**src/rtl/ysyx_lsu_bus_req.sv**
```systemverilog
// ysyx_lsu_bus_req
//   Load/store request sequencer between the LSU datapath and the bus arbiter's
//   lsu ports. Accepts one op at a time, rejects illegal/misaligned ops with an
//   error response, holds the arbiter valids until completion (or timeout), and
//   sign/zero-extends load data.
// Ports
//   clk, rst                      clock, asynchronous active-high reset
//   req_valid/ready/we/addr/wdata/funct3   upstream request
//   rsp_valid/ready/rdata/err     upstream response
//   lsu_ar*/lsu_r*                arbiter load port
//   lsu_aw*/lsu_w*                arbiter store port
module ysyx_lsu_bus_req #(
   parameter int unsigned ADDR_W  = 32,
   parameter int unsigned DATA_W  = 32,
   parameter int unsigned TIMEOUT = 1024
) (
   input  logic              clk,
   input  logic              rst,
   input  logic              req_valid,
   output logic              req_ready,
   input  logic              req_we,
   input  logic [ADDR_W-1:0] req_addr,
   input  logic [DATA_W-1:0] req_wdata,
   input  logic [2:0]        req_funct3,
   output logic              rsp_valid,
   input  logic              rsp_ready,
   output logic [DATA_W-1:0] rsp_rdata,
   output logic              rsp_err,
   output logic [ADDR_W-1:0] lsu_araddr,
   output logic              lsu_arvalid,
   output logic [7:0]        lsu_rstrb,
   input  logic [DATA_W-1:0] lsu_rdata,
   input  logic              lsu_rvalid,
   output logic [ADDR_W-1:0] lsu_awaddr,
   output logic              lsu_awvalid,
   output logic [DATA_W-1:0] lsu_wdata,
   output logic [7:0]        lsu_wstrb,
   output logic              lsu_wvalid,
   input  logic              lsu_wready
);

   typedef enum logic [1:0] {StIdle, StRd, StWr, StRsp} state_e;

   localparam int unsigned CntW = (TIMEOUT > 2) ? $clog2(TIMEOUT) : 1;
   localparam logic [CntW-1:0] CntMax = CntW'((TIMEOUT == 0) ? 0 : TIMEOUT - 1);
   localparam bit TimeoutEn = (TIMEOUT != 0);

   state_e            state_q, state_d;
   logic [ADDR_W-1:0] addr_q, addr_d;
   logic [DATA_W-1:0] wdata_q, wdata_d;
   logic [2:0]        funct3_q, funct3_d;
   logic              we_q, we_d;
   logic [DATA_W-1:0] rdata_q, rdata_d;
   logic              err_q, err_d;
   logic [CntW-1:0]   cnt_q, cnt_d;

   logic              req_legal, req_misaligned, timeout_hit;
   logic [7:0]        strb;
   logic [DATA_W-1:0] ext_rdata;

   // Stores have no unsigned variants, so 100/101 are only legal for loads.
   always_comb begin
      unique case (req_funct3)
         3'b000, 3'b001, 3'b010: req_legal = 1'b1;
         3'b100, 3'b101:         req_legal = !req_we;
         default:                req_legal = 1'b0;
      endcase
   end

   assign req_misaligned = ((req_funct3[1:0] == 2'b01) && req_addr[0]) ||
                           ((req_funct3[1:0] == 2'b10) && (req_addr[1:0] != 2'b00));

   assign timeout_hit = TimeoutEn && (cnt_q == CntMax);

   always_comb begin
      unique case (funct3_q[1:0])
         2'b01:   strb = 8'h03;
         2'b10:   strb = 8'h0f;
         default: strb = 8'h01;
      endcase
   end

   always_comb begin
      unique case (funct3_q)
         3'b000:  ext_rdata = {{(DATA_W-8){lsu_rdata[7]}}, lsu_rdata[7:0]};
         3'b001:  ext_rdata = {{(DATA_W-16){lsu_rdata[15]}}, lsu_rdata[15:0]};
         3'b100:  ext_rdata = {{(DATA_W-8){1'b0}}, lsu_rdata[7:0]};
         3'b101:  ext_rdata = {{(DATA_W-16){1'b0}}, lsu_rdata[15:0]};
         default: ext_rdata = lsu_rdata;
      endcase
   end

   always_comb begin
      state_d  = state_q;
      addr_d   = addr_q;
      wdata_d  = wdata_q;
      funct3_d = funct3_q;
      we_d     = we_q;
      rdata_d  = rdata_q;
      err_d    = err_q;
      cnt_d    = cnt_q + CntW'(1);
      unique case (state_q)
         StIdle: begin
            cnt_d = '0;
            if (req_valid) begin
               addr_d   = req_addr;
               wdata_d  = req_wdata;
               funct3_d = req_funct3;
               we_d     = req_we;
               rdata_d  = '0;
               err_d    = 1'b0;
               if (!req_legal || req_misaligned) begin
                  err_d   = 1'b1;
                  state_d = StRsp;
               end else if (req_we) begin
                  state_d = StWr;
               end else begin
                  state_d = StRd;
               end
            end
         end
         StRd: begin
            // A completion on the expiring cycle takes priority over the timeout.
            if (lsu_rvalid) begin
               rdata_d = ext_rdata;
               err_d   = 1'b0;
               state_d = StRsp;
            end else if (timeout_hit) begin
               rdata_d = '0;
               err_d   = 1'b1;
               state_d = StRsp;
            end
         end
         StWr: begin
            if (lsu_wready) begin
               rdata_d = '0;
               err_d   = 1'b0;
               state_d = StRsp;
            end else if (timeout_hit) begin
               rdata_d = '0;
               err_d   = 1'b1;
               state_d = StRsp;
            end
         end
         StRsp: begin
            cnt_d = '0;
            if (rsp_ready) state_d = StIdle;
         end
         default: state_d = StIdle;
      endcase
   end

   always_ff @(posedge clk or posedge rst) begin
      if (rst) begin
         state_q  <= StIdle;
         addr_q   <= '0;
         wdata_q  <= '0;
         funct3_q <= '0;
         we_q     <= 1'b0;
         rdata_q  <= '0;
         err_q    <= 1'b0;
         cnt_q    <= '0;
      end else begin
         state_q  <= state_d;
         addr_q   <= addr_d;
         wdata_q  <= wdata_d;
         funct3_q <= funct3_d;
         we_q     <= we_d;
         rdata_q  <= rdata_d;
         err_q    <= err_d;
         cnt_q    <= cnt_d;
      end
   end

   // Every valid and payload decodes from the registered state only.
   assign req_ready   = (state_q == StIdle);
   assign rsp_valid   = (state_q == StRsp);
   assign rsp_rdata   = (state_q == StRsp) ? rdata_q : '0;
   assign rsp_err     = (state_q == StRsp) && err_q;

   assign lsu_arvalid = (state_q == StRd);
   assign lsu_araddr  = (state_q == StRd) ? addr_q : '0;
   assign lsu_rstrb   = (state_q == StRd) ? strb : 8'h00;

   assign lsu_awvalid = (state_q == StWr);
   assign lsu_wvalid  = (state_q == StWr);
   assign lsu_awaddr  = (state_q == StWr) ? addr_q : '0;
   assign lsu_wdata   = (state_q == StWr) ? wdata_q : '0;
   assign lsu_wstrb   = (state_q == StWr) ? strb : 8'h00;

endmodule
```
**config.mk**
```make
export PLATFORM = sky130hd
export DESIGN_NAME = ysyx_lsu_bus_req
export DESIGN_NICKNAME = d
export VERILOG_FILES = /design/src/rtl/ysyx_lsu_bus_req.sv
export SDC_FILE = /design/constraint.sdc
export NUM_CORES = 1
export LEC_CHECK = 0
export ABC_CLOCK_PERIOD_IN_PS = 5520
export BUFFER_PORTS_ARGS = -buffer_cell sky130_fd_sc_hd__buf_2
export CORE_ASPECT_RATIO = 2
export CORE_MARGIN = 2
export CORE_UTILIZATION = 45
export DETAILED_ROUTE_END_ITERATION = 6
export GPL_TIMING_DRIVEN = 0
export PLACE_DENSITY = 0.76
export RECOVER_POWER = 25
export SYNTH_ARGS = -nofsm -noshare
export SYNTH_HDL_FRONTEND = slang
export SYNTH_SLANG_ARGS = --single-unit
```
**constraint.sdc**
```tcl
create_clock -name clk -period 5.52 [get_ports clk]
set_input_delay 0.828 -clock clk [delete_from_list [all_inputs] [get_ports clk]]
set_output_delay 0.828 -clock clk [all_outputs]
set_load 0.02 [all_outputs]
```
==> flow_summary.toml <==
[sta]
drv_slew = 115
min_period_ps = 3453
rsz0062_at_grt = "false"
fin_setup_tns_ps = 0
setup-violations-final = 0
hold_viol = 0
final.period_utilization_pct = 62.55
finalClockSkew_ps = 16.17
worst_pin_slew_ps = 2055
timing.fmax_mhz = 289.6
max-slew-margin-rel_pct = -37.76

[logic_synthesis]
async_flop_share_pct = 100.0
synth_common_cells = "and2_1 (144), dfrtp_1 (112), mux2_2 (67), o211ai_1 (34), o21ai_0 (26)"
ys_warn_count = 0
synth_edf_count = 0
synth_most_common_cell = "and2_1"
syn_area_um2 = 6138
synth_top_cell_area_share_pct = 45.66
ys.flop_type = "dfrtp_1"
synth-seq-cells = 112
syn_inst = 579
ys_seq_area_share_pct = 45.66
synth_area_leaders = "dfrtp_1 (46%), and2_1 (15%), mux2_2 (12%), o211ai_1 (4.2%), o21ai_0 (2.1%)"
synth.distinct_cells = 50
synth_area_leader_cell = "dfrtp_1"
syn_area_per_cell_um2 = 10.60

[die]
placementRows = 60
pin_count = 256
start_util_pct = 45.94
die_h_um = 169.2
core_area_um2 = 13360
fp.dieArea_um2 = 14650
die_w_um = 86.59

[placement]
gp_congestion = 0.8504
placed_area_um2 = 7622
dp_hpwl_um = 14210
portBuffers = 246

[min_path]
hold_path.class = "flip-flop to flip-flop"

[clock_tree]
insertion_delay_ps = 360
cts-hold-fix-buffers = 0
clock-root-buffer = "clkbuf_16"
numClockSinks = 112
clk_path_buf_depth = 2
htreeDepth = 3
cts_tree = "yes"
cts.clk_slew.worst_paths_ps = 70
cts_resized = 0
postCtsSetupBuffers = 0
cts_buffers = 9

[outcome]
status = "finished with violations"
violations = "capacitance limit, slew limit"

[setup_path]
startpoint_type = "flip-flop"
critical-path-max-stage-delay_ps = 520
crit_type = "flip-flop to output port"
cp-end-kind = "output port"
crit_fanout = 10
critical_path.slowest_cell = "ha_1"
critPathRequiredTime_ps = 4690
critPathBufInv = 4
arrival_ps = 2630
path_cells = "inv_1 -> ha_1 -> buf_1 -> clkbuf_1 -> and2_1 -> buf_2"
critPathTopFamily = "buffers and inverters"

[route]
routed_wl_um = 17870
vias_per_cell = 5.332
first_pass_iters = 4
drc_errors = 0
wl_per_cell_um = 17.80
drtIter0Drc = 208
vias = 5353
ant_nets = 0

[power]
leakagePower_uw = 0.004068
ir_worst_vdd_uv = 383.8
power.density_nw_per_um2 = 551.4

[grt]
grt_max_degree = 68
track_usage_pct = 24.20
gr-total-overflow = 0
grt_pass1_vias = 5572
grt_pass1_wl_um = 27600
antenna_found_initial = 0

[cells_and_area]
final_layout_size_suffix_gt1_share_pct = 43.93
nNetsFinal = 959
syn2layout_area_growth_pct = 28.60
stdcell_area_um2 = 7894
diodes = 0
fillers = 1236

[flow_run]
drv_cap = 2
[routing by layer]
metal / routed length (um) / track usage, % / share of wire (%) / vias up
met5: 0 / 0 / 0 / -
met4: 394 / 8.356 / 2.2 / 0
met3: 1278 / 6.420 / 7.2 / 27
met2: 9829 / 46.29 / 55 / 233
met1: 6366 / 24.34 / 36 / 2559
li1: - / - / - / 2534
[state kept, by name, summed over array words and instances (netlist names)]
signal	flops
cnt_q	10
addr_q	32
rdata_q	32
state_q	2
funct3_q	3
err_q	1
wdata_q	32
[cells by family after synthesis]
family	Yosys count	synth area share [%]
AO/OA/AOI/OAI	113	13.05
XOR/XNOR	8	1.142
adder cells (fa/ha/maj)	9	1.835
buffers and inverters	65	5.605
flip-flops	112	45.66
multiplexers	67	12.29
other	1	0.06109
AND/OR/NAND/NOR	204	20.36
[path summary, 6_finish.rpt]
| check | from | endpoint | slack [ps] | depth (start not counted) |
|---|---|---|---|---|
| setup / recovery | state_q[0]$_DFFE_PP0P_ | lsu_wdata[20] | 2070 | 6 |
| min in group asynchronous | rst | rdata_q[3]$_DFFE_PP0P_ | 990 | 2 |
| setup reg to reg | state_q[0]$_DFFE_PP0P_ | rdata_q[21]$_DFFE_PP0P_ | 3250 | 7 |
| hold / removal | cnt_q[0]$_DFF_PP0_ | cnt_q[0]$_DFF_PP0_ | 470 | 1 |
| max in group asynchronous | rst | wdata_q[30]$_DFFE_PP0P_ | 2120 | 3 |
| hold reg to reg | cnt_q[0]$_DFF_PP0_ | cnt_q[0]$_DFF_PP0_ | 470 | 1 |
[layout make-up]
class	count	area [um2]	area share (%)
multi-input cells	409	3018	38.23
flip-flops and latches	112	2803	35.50
repair buffers	247	1236	15.66
plain buffers	55	306.5	3.883
clock buffers	9	225.2	2.853
well taps	155	193.9	2.457
clock inverters	7	72.57	0.9193
inverters	10	38.79	0.4914
[report_power, final]
| group | total, uW | internal, uW | leakage (uW) | switching [uW] |
|---|---|---|---|---|
| sequential | 1380 | 1160 | 0.00141 | 223 |
| combinational | 2310 | 921 | 0.00251 | 1390 |
| clock | 662 | 323 | 0.000149 | 340 |
| total | 4350 | 2400 | 0.00407 | 1950 |
[cells in the final DEF, fill, tap and decap left out, types with 7 or more instances in the layout]
master,netlist,routed
conb_1,1,8
nand3_1,12,12
o21ai_0,26,26
inv_1,10,9
and2_1,144,144
clkbuf_1,19,19
o2111ai_1,7,7
ha_1,9,9
buf_4,15,15
dfrtp_1,112,112
buf_2,17,263
nand2_1,12,12
xnor2_1,7,7
nor2b_1,9,9
a31oi_1,17,17
mux2_2,67,67
clkbuf_16,0,9
o211ai_1,34,34
a22o_1,10,10
[stage by stage]
step	utilization, %	cells	hold slack, ps	total power [uW]	worst slack [ps]
floorplan	-	586	423.5	2934	1733
global placement	56.80	987	444.7	3662	285.0
detailed placement	57.04	988	454.0	3721	2401
CTS	59.27	1004	464.1	4386	2001
global route	59.07	1004	492.2	4626	1431
finish	59.07	1004	465.8	4352	2067
(Power assumes the default switching activity.)
